### config.mk
export PLATFORM = sky130hd
export DESIGN_NAME = mdu_beta
export DESIGN_NICKNAME = d
export VERILOG_FILES = /design/src/rtl/mdu_beta.sv
export SDC_FILE = /design/constraint.sdc
export NUM_CORES = 2
export LEC_CHECK = 0
export ABC_AREA = 1
export ABC_CLOCK_PERIOD_IN_PS = 6800
export CAP_MARGIN = 10
export CORE_MARGIN = 2
export CORE_UTILIZATION = 60
export DETAILED_ROUTE_END_ITERATION = 7
export HOLD_SLACK_MARGIN = 0.15
export PLACE_DENSITY_LB_ADDON = 0.05
export SLEW_MARGIN = 5
export SYNTH_ARGS = -nofsm -noshare
export SYNTH_HDL_FRONTEND = slang
export SYNTH_SLANG_ARGS = --single-unit
### constraint.sdc
create_clock -name clk -period 6.8 [get_ports clk]
set_input_delay 1.36 -clock clk [delete_from_list [all_inputs] [get_ports clk]]
set_output_delay 1.36 -clock clk [all_outputs]
set_load 0.01 [all_outputs]
### src/rtl/mdu_beta.sv
// mdu_beta: multi-cycle multiply/divide unit with architectural HI/LO.
// Multiply results wait out MUL_LAT cycles on a down-counter. Divides run a
// restoring divider on operand magnitudes, one quotient bit per cycle, and
// then spend one cycle fixing up the signs.
// Optional feature: define MDU_ACCUM_EN to enable MADD/MADDU/MSUB/MSUBU
// (ops 7-10). Without it those ops are illegal and no accumulator adder exists.
module mdu_beta #(
    parameter int WIDTH   = 32,
    parameter int MUL_LAT = 3
) (
    input  logic             clk,
    input  logic             rst_n,
    input  logic             req_valid,
    output logic             req_ready,
    input  logic [3:0]       req_op,
    input  logic [WIDTH-1:0] src_a,
    input  logic [WIDTH-1:0] src_b,
    input  logic             flush,
    output logic [WIDTH-1:0] hi,
    output logic [WIDTH-1:0] lo,
    output logic             busy,
    output logic             done,
    output logic             div0,
    output logic             err_op
);

    localparam int CMAX = (WIDTH > MUL_LAT) ? WIDTH : MUL_LAT;
    localparam int CW   = $clog2(CMAX + 1);

    typedef enum logic [1:0] {IDLE, MUL, DIV} state_t;

    state_t            state, state_next;
    logic [CW-1:0]     count;
    logic              accept, commit;
    logic              op_mul, op_acc, op_div, op_mthi, op_mtlo, op_illegal, op_signed;

    logic [2*WIDTH-1:0] ext_a, ext_b, product, prod, mul_result;
    logic              sign_a, sign_b;
    logic [WIDTH-1:0]  mag_a, mag_b;
    logic [WIDTH-1:0]  rem, quot, dvsr, raw_a;
    logic              neg_q, neg_r, div_zero;
    logic [WIDTH:0]    rem_sh, diff;
`ifdef MDU_ACCUM_EN
    logic              acc_en, acc_sub;
`endif

    // Sort the incoming opcode into the classes the control logic cares about
    always_comb begin
        op_mul     = 1'b0;
        op_acc     = 1'b0;
        op_div     = 1'b0;
        op_mthi    = 1'b0;
        op_mtlo    = 1'b0;
        op_illegal = 1'b0;
        case (req_op)
            4'd0: begin end
            4'd1, 4'd2: op_mul = 1'b1;
            4'd3, 4'd4: op_div = 1'b1;
            4'd5: op_mthi = 1'b1;
            4'd6: op_mtlo = 1'b1;
`ifdef MDU_ACCUM_EN
            4'd7, 4'd8, 4'd9, 4'd10: op_acc = 1'b1;
`endif
            default: op_illegal = 1'b1;
        endcase
    end

    // Odd opcodes among the arithmetic ops are the signed variants
    assign op_signed = req_op[0];

    assign busy      = (state != IDLE);
    assign req_ready = (state == IDLE) & ~flush;
    assign accept    = req_valid & req_ready;
    assign commit    = busy & ~flush & (count == '0);

    // Full-width product: sign- or zero-extend, then keep the low 2*WIDTH bits
    assign ext_a   = op_signed ? {{WIDTH{src_a[WIDTH-1]}}, src_a} : {{WIDTH{1'b0}}, src_a};
    assign ext_b   = op_signed ? {{WIDTH{src_b[WIDTH-1]}}, src_b} : {{WIDTH{1'b0}}, src_b};
    assign product = ext_a * ext_b;

    // Divider operates on magnitudes; signs are reapplied at commit
    assign sign_a = op_signed & src_a[WIDTH-1];
    assign sign_b = op_signed & src_b[WIDTH-1];
    assign mag_a  = sign_a ? -src_a : src_a;
    assign mag_b  = sign_b ? -src_b : src_b;

    assign rem_sh = {rem, quot[WIDTH-1]};
    assign diff   = rem_sh - {1'b0, dvsr};

`ifdef MDU_ACCUM_EN
    assign mul_result = !acc_en ? prod :
                        acc_sub ? ({hi, lo} - prod) : ({hi, lo} + prod);
`else
    assign mul_result = prod;
`endif

    // State register
    always_ff @(posedge clk or negedge rst_n) begin
        if (!rst_n) state <= IDLE;
        else        state <= state_next;
    end

    // Next state: leave IDLE on a multi-cycle accept, return on commit or flush
    always_comb begin
        state_next = state;
        case (state)
            IDLE: begin
                if (accept && (op_mul || op_acc)) state_next = MUL;
                else if (accept && op_div)        state_next = DIV;
            end
            default: begin
                if (flush || count == '0) state_next = IDLE;
            end
        endcase
    end

    // Datapath: capture operands on accept, iterate, and write HI/LO on commit
    always_ff @(posedge clk or negedge rst_n) begin
        if (!rst_n) begin
            hi       <= '0;
            lo       <= '0;
            done     <= 1'b0;
            div0     <= 1'b0;
            err_op   <= 1'b0;
            count    <= '0;
            prod     <= '0;
            rem      <= '0;
            quot     <= '0;
            dvsr     <= '0;
            raw_a    <= '0;
            neg_q    <= 1'b0;
            neg_r    <= 1'b0;
            div_zero <= 1'b0;
`ifdef MDU_ACCUM_EN
            acc_en   <= 1'b0;
            acc_sub  <= 1'b0;
`endif
        end else begin
            done   <= 1'b0;
            div0   <= 1'b0;
            err_op <= 1'b0;
            if (accept) begin
                if (op_mthi) hi <= src_a;
                if (op_mtlo) lo <= src_a;
                if (op_illegal) err_op <= 1'b1;
                if (op_mul || op_acc) begin
                    prod  <= product;
                    count <= CW'(MUL_LAT - 1);
`ifdef MDU_ACCUM_EN
                    acc_en  <= op_acc;
                    acc_sub <= (req_op == 4'd9) || (req_op == 4'd10);
`endif
                end
                if (op_div) begin
                    rem      <= '0;
                    quot     <= mag_a;
                    dvsr     <= mag_b;
                    raw_a    <= src_a;
                    neg_q    <= sign_a ^ sign_b;
                    neg_r    <= sign_a;
                    div_zero <= (src_b == '0);
                    count    <= CW'(WIDTH);
                end
            end else if (busy && !flush) begin
                if (count != '0) begin
                    count <= count - CW'(1);
                    if (state == DIV) begin
                        if (!diff[WIDTH]) begin
                            rem  <= diff[WIDTH-1:0];
                            quot <= {quot[WIDTH-2:0], 1'b1};
                        end else begin
                            rem  <= rem_sh[WIDTH-1:0];
                            quot <= {quot[WIDTH-2:0], 1'b0};
                        end
                    end
                end else if (commit) begin
                    done <= 1'b1;
                    if (state == MUL) begin
                        {hi, lo} <= mul_result;
                    end else if (div_zero) begin
                        hi   <= raw_a;
                        lo   <= '1;
                        div0 <= 1'b1;
                    end else begin
                        lo <= neg_q ? -quot : quot;
                        hi <= neg_r ? -rem : rem;
                    end
                end
            end
        end
    end

endmodule

==> results.toml <==
[floorplan]
pin_count = 141
die_width_um = 339
die_h_um = 339
core_um2 = 111000
die_area_um2 = 115000
rows = 122
initial_core_util = 0.607

[timing]
skew_ps = 17.6
setup_violations = 54
setup_ws_ps = -2070
drv_slew = 0
finalCritPeriodShare = 1.30
tightestPinTransition_ps = 1110
period_minus_slack_ps = 8870
hold_viol = 0
setup_tns_ps = -83900
slew_headroom = 0.262
rsz0062_at_grt = "yes"
fmax_ghz = 0.113

[global_routing]
grtUsageTotal = 0.492
grt_pass1_vias = 67800
grt_remaining_overflow = 0
grt_pass1_wl_um = 414000
grt_max_degree = 188
antenna_found_initial = 19

[final_layout]
final_core_util = 0.755
drive_gt1_frac = 0.211
fillers = 7765
finalNonFillerCells = 11000
num-nets-final = 11300
area_growth_pct = 24.5

[detailed_routing]
drt_pass1_iterations = 7
routed_via_density = 5.83
vias = 64100
wire_per_inst_um = 26.1
routed_wl_um = 287000
postRouteAntennaNets = 0
drc = 0
drt-initial-drc-count = 7023

[critical_path]
cp_top_family = "adder cells"
worst_setup_path_end_kind = "flop"
max_stage_delay_ps = 770
criticalPathCategory = "in2reg"
crit_path_start_kind = "input port"
crit_top_cell = "fa_1"
crit_path_top_delay_cell = "fa_2"
crit_required_ps = 7270
worst-path-buf-inv = 12
crit_fanout = 5
arrival_ps = 9340

[cts]
htreeDepth = 1
clk_pin_slew_ps = 70
cts_hold_buf = 0
cts.sinks = 270
cts_tree = "built"
clk_path_buf_depth = 3
root_buffer = "clkbuf_16"
clock_latency_ps = 610
cts_buffers = 30

[placed_design]
gp_congestion = 1.06
placed_cells = 10800
hpwlAfterDp_um = 222000
io_buffers = 140

[yosys]
synth_nets = 10500
syn_inst = 8612
synth_flop_cell = "dfrtp_1"
synth.distinct_cells = 68
synth_edf_count = 0
syn-cell-area_um2 = 67300
ys_warn_count = 0
synth-seq-cells = 270
synth_seq_area_share = 0.100
async_flop_share = 1.00
syn_avg_cell_area_um2 = 7.82

[job]
maxCapViolCount = 0

[run_status]
violations = "negative setup slack"
status = "complete, but fails checks"

[min_path]
hold_path_class = "reg2reg"
-- metal layers --
metal / global-route usage / vias up / part of all wire
met5: 0 / - / 0.00063
met4: 0.396 / 22 / 0.11
met3: 0.160 / 1732 / 0.13
met2: 0.758 / 4684 / 0.43
met1: 0.562 / 31000 / 0.32
li1: - / 26600 / -
-- final cells by class --
| type | instances | area (µm²) | share of cell area |
|---|---|---|---|
| Antenna cell | 10 | 25.0 | 0.000298 |
| Clock buffer | 41 | 872 | 0.0104 |
| Clock inverter | 13 | 128 | 0.00152 |
| Inverter | 2524 | 9560 | 0.114 |
| Multi-Input combinational cell | 5450 | 53000 | 0.633 |
| Sequential cell | 270 | 6760 | 0.0806 |
| Tap cell | 1488 | 1860 | 0.0222 |
| Timing Repair Buffer | 1195 | 11600 | 0.138 |
| Timing Repair inverter | 1 | 16.3 | 0.000194 |
-- layout by cell type, fill, tap and decap left out, types with 28 or more instances in the layout --
cell | synthesis | layout
xor2_1 | 68 | 64
xnor2_1 | 43 | 33
o211ai_1 | 28 | 28
buf_4 | 3 | 833
inv_1 | 2505 | 2349
nand2_1 | 1894 | 1815
clkbuf_16 | 0 | 38
buf_12 | 0 | 113
a21oi_2 | 4 | 45
a31oi_1 | 49 | 43
nand3_1 | 240 | 223
fa_2 | 0 | 119
nor2_1 | 495 | 366
nor3_1 | 51 | 39
o21ai_1 | 34 | 67
nand2_4 | 2 | 39
nand2_2 | 16 | 54
nor2_2 | 9 | 60
nor2_4 | 8 | 86
clkdlybuf4s50_1 | 0 | 75
o21ai_0 | 267 | 203
nand4_1 | 41 | 41
dfrtp_1 | 270 | 270
buf_6 | 10 | 99
inv_2 | 12 | 147
ha_1 | 353 | 287
a21oi_1 | 214 | 156
ha_4 | 0 | 64
fa_1 | 1416 | 1297
-- synthesized netlist by cell type, types with 12 or more instances --
master	n	area share
o22ai_1	13	0.0012
o21ai_0	267	0.020
ha_1	353	0.066
o211ai_1	28	0.0031
buf_2	40	0.0030
clkbuf_1	250	0.014
nand2_2	16	0.0015
xor2_1	68	0.0088
o21bai_1	24	0.0027
o21ai_1	34	0.0025
nor4_1	14	0.0013
dfrtp_1	270	0.10
xnor2_1	43	0.0056
inv_1	2505	0.14
nand2_1	1894	0.11
nand4_1	41	0.0038
a21oi_1	214	0.016
o221ai_1	19	0.0025
buf_1	65	0.0036
a31oi_1	49	0.0046
or2_2	30	0.0028
inv_2	12	0.00067
nand3_1	240	0.018
nor3_1	51	0.0038
fa_1	1416	0.42
nor2_1	495	0.028
-- worst min-delay path, delay by kind of cell, from the launching register on --
family / cells / cell delay, ps
flops: 1 / 350
simple gates: 2 / 110
-- final timing paths --
kind | slack [ps] | cells after the start | endpoint | startpoint
max | -2070 | 34 | mul_result[60]$_DFFE_PN0P_ | src_a[31]
min | 490 | 2 | mul_result[55]$_DFFE_PN0P_ | mul_result[55]$_DFFE_PN0P_
max reg2reg | 2790 | 14 | quot[14]$_DFFE_PN0P_ | state[0]$_DFFE_PN0P_
min reg2reg | 490 | 2 | mul_result[55]$_DFFE_PN0P_ | mul_result[55]$_DFFE_PN0P_
max in group asynchronous | 4450 | 2 | mul_result[35]$_DFFE_PN0P_ | rst_n
min in group asynchronous | 710 | 1 | rem[18]$_DFFE_PN0P_ | rst_n
-- timing repair --
| item | in CTS | in global routing |
|---|---|---|
| gates resized for setup | 728 | 343 |
| endpoints found under the setup margin | 56 | 56 |
| gates cloned | 16 | 8 |
| buffers inserted | 99 | 51 |
| pin swaps | 289 | 214 |
-- logic make-up (layout without fill, tap and decap cells) --
family | count (synthesis) | after routing | synth area share
buffers and inverters | 2892 | 3774 | 0.163
AND/OR/NAND/NOR | 2839 | 2839 | 0.172
adder cells (fa/ha/maj) | 1769 | 1769 | 0.487
AO/OA/AOI/OAI | 730 | 730 | 0.0628
flip-flops | 270 | 270 | 0.100
XOR/XNOR | 111 | 111 | 0.0144
multiplexers | 1 | 1 | 0.000167
other | 0 | 10 | 0
-- through the flow --
step | hold slack, ps | cell area [µm²] | worst slack [ps]
after global placement | 453 | 77500 | -3570
after CTS | 483 | 82100 | -1930
after floorplan | 437 | 69500 | -2160
after detailed placement | 467 | 77500 | -3580
after global routing | 505 | 83800 | -2190
final | 488 | 83800 | -2070
-- sequential cells by signal, summed over array words and instances (netlist names), 6 cells and up --
name and cells:
dvsr 32, quot 32, rem 32, count 6, lo 32, hi 32, raw_a 32, mul_result 64
Power is left out: the tool's default activity adds up to more than one toggle a clock period on the data nets, which glitch-free logic cannot reach.
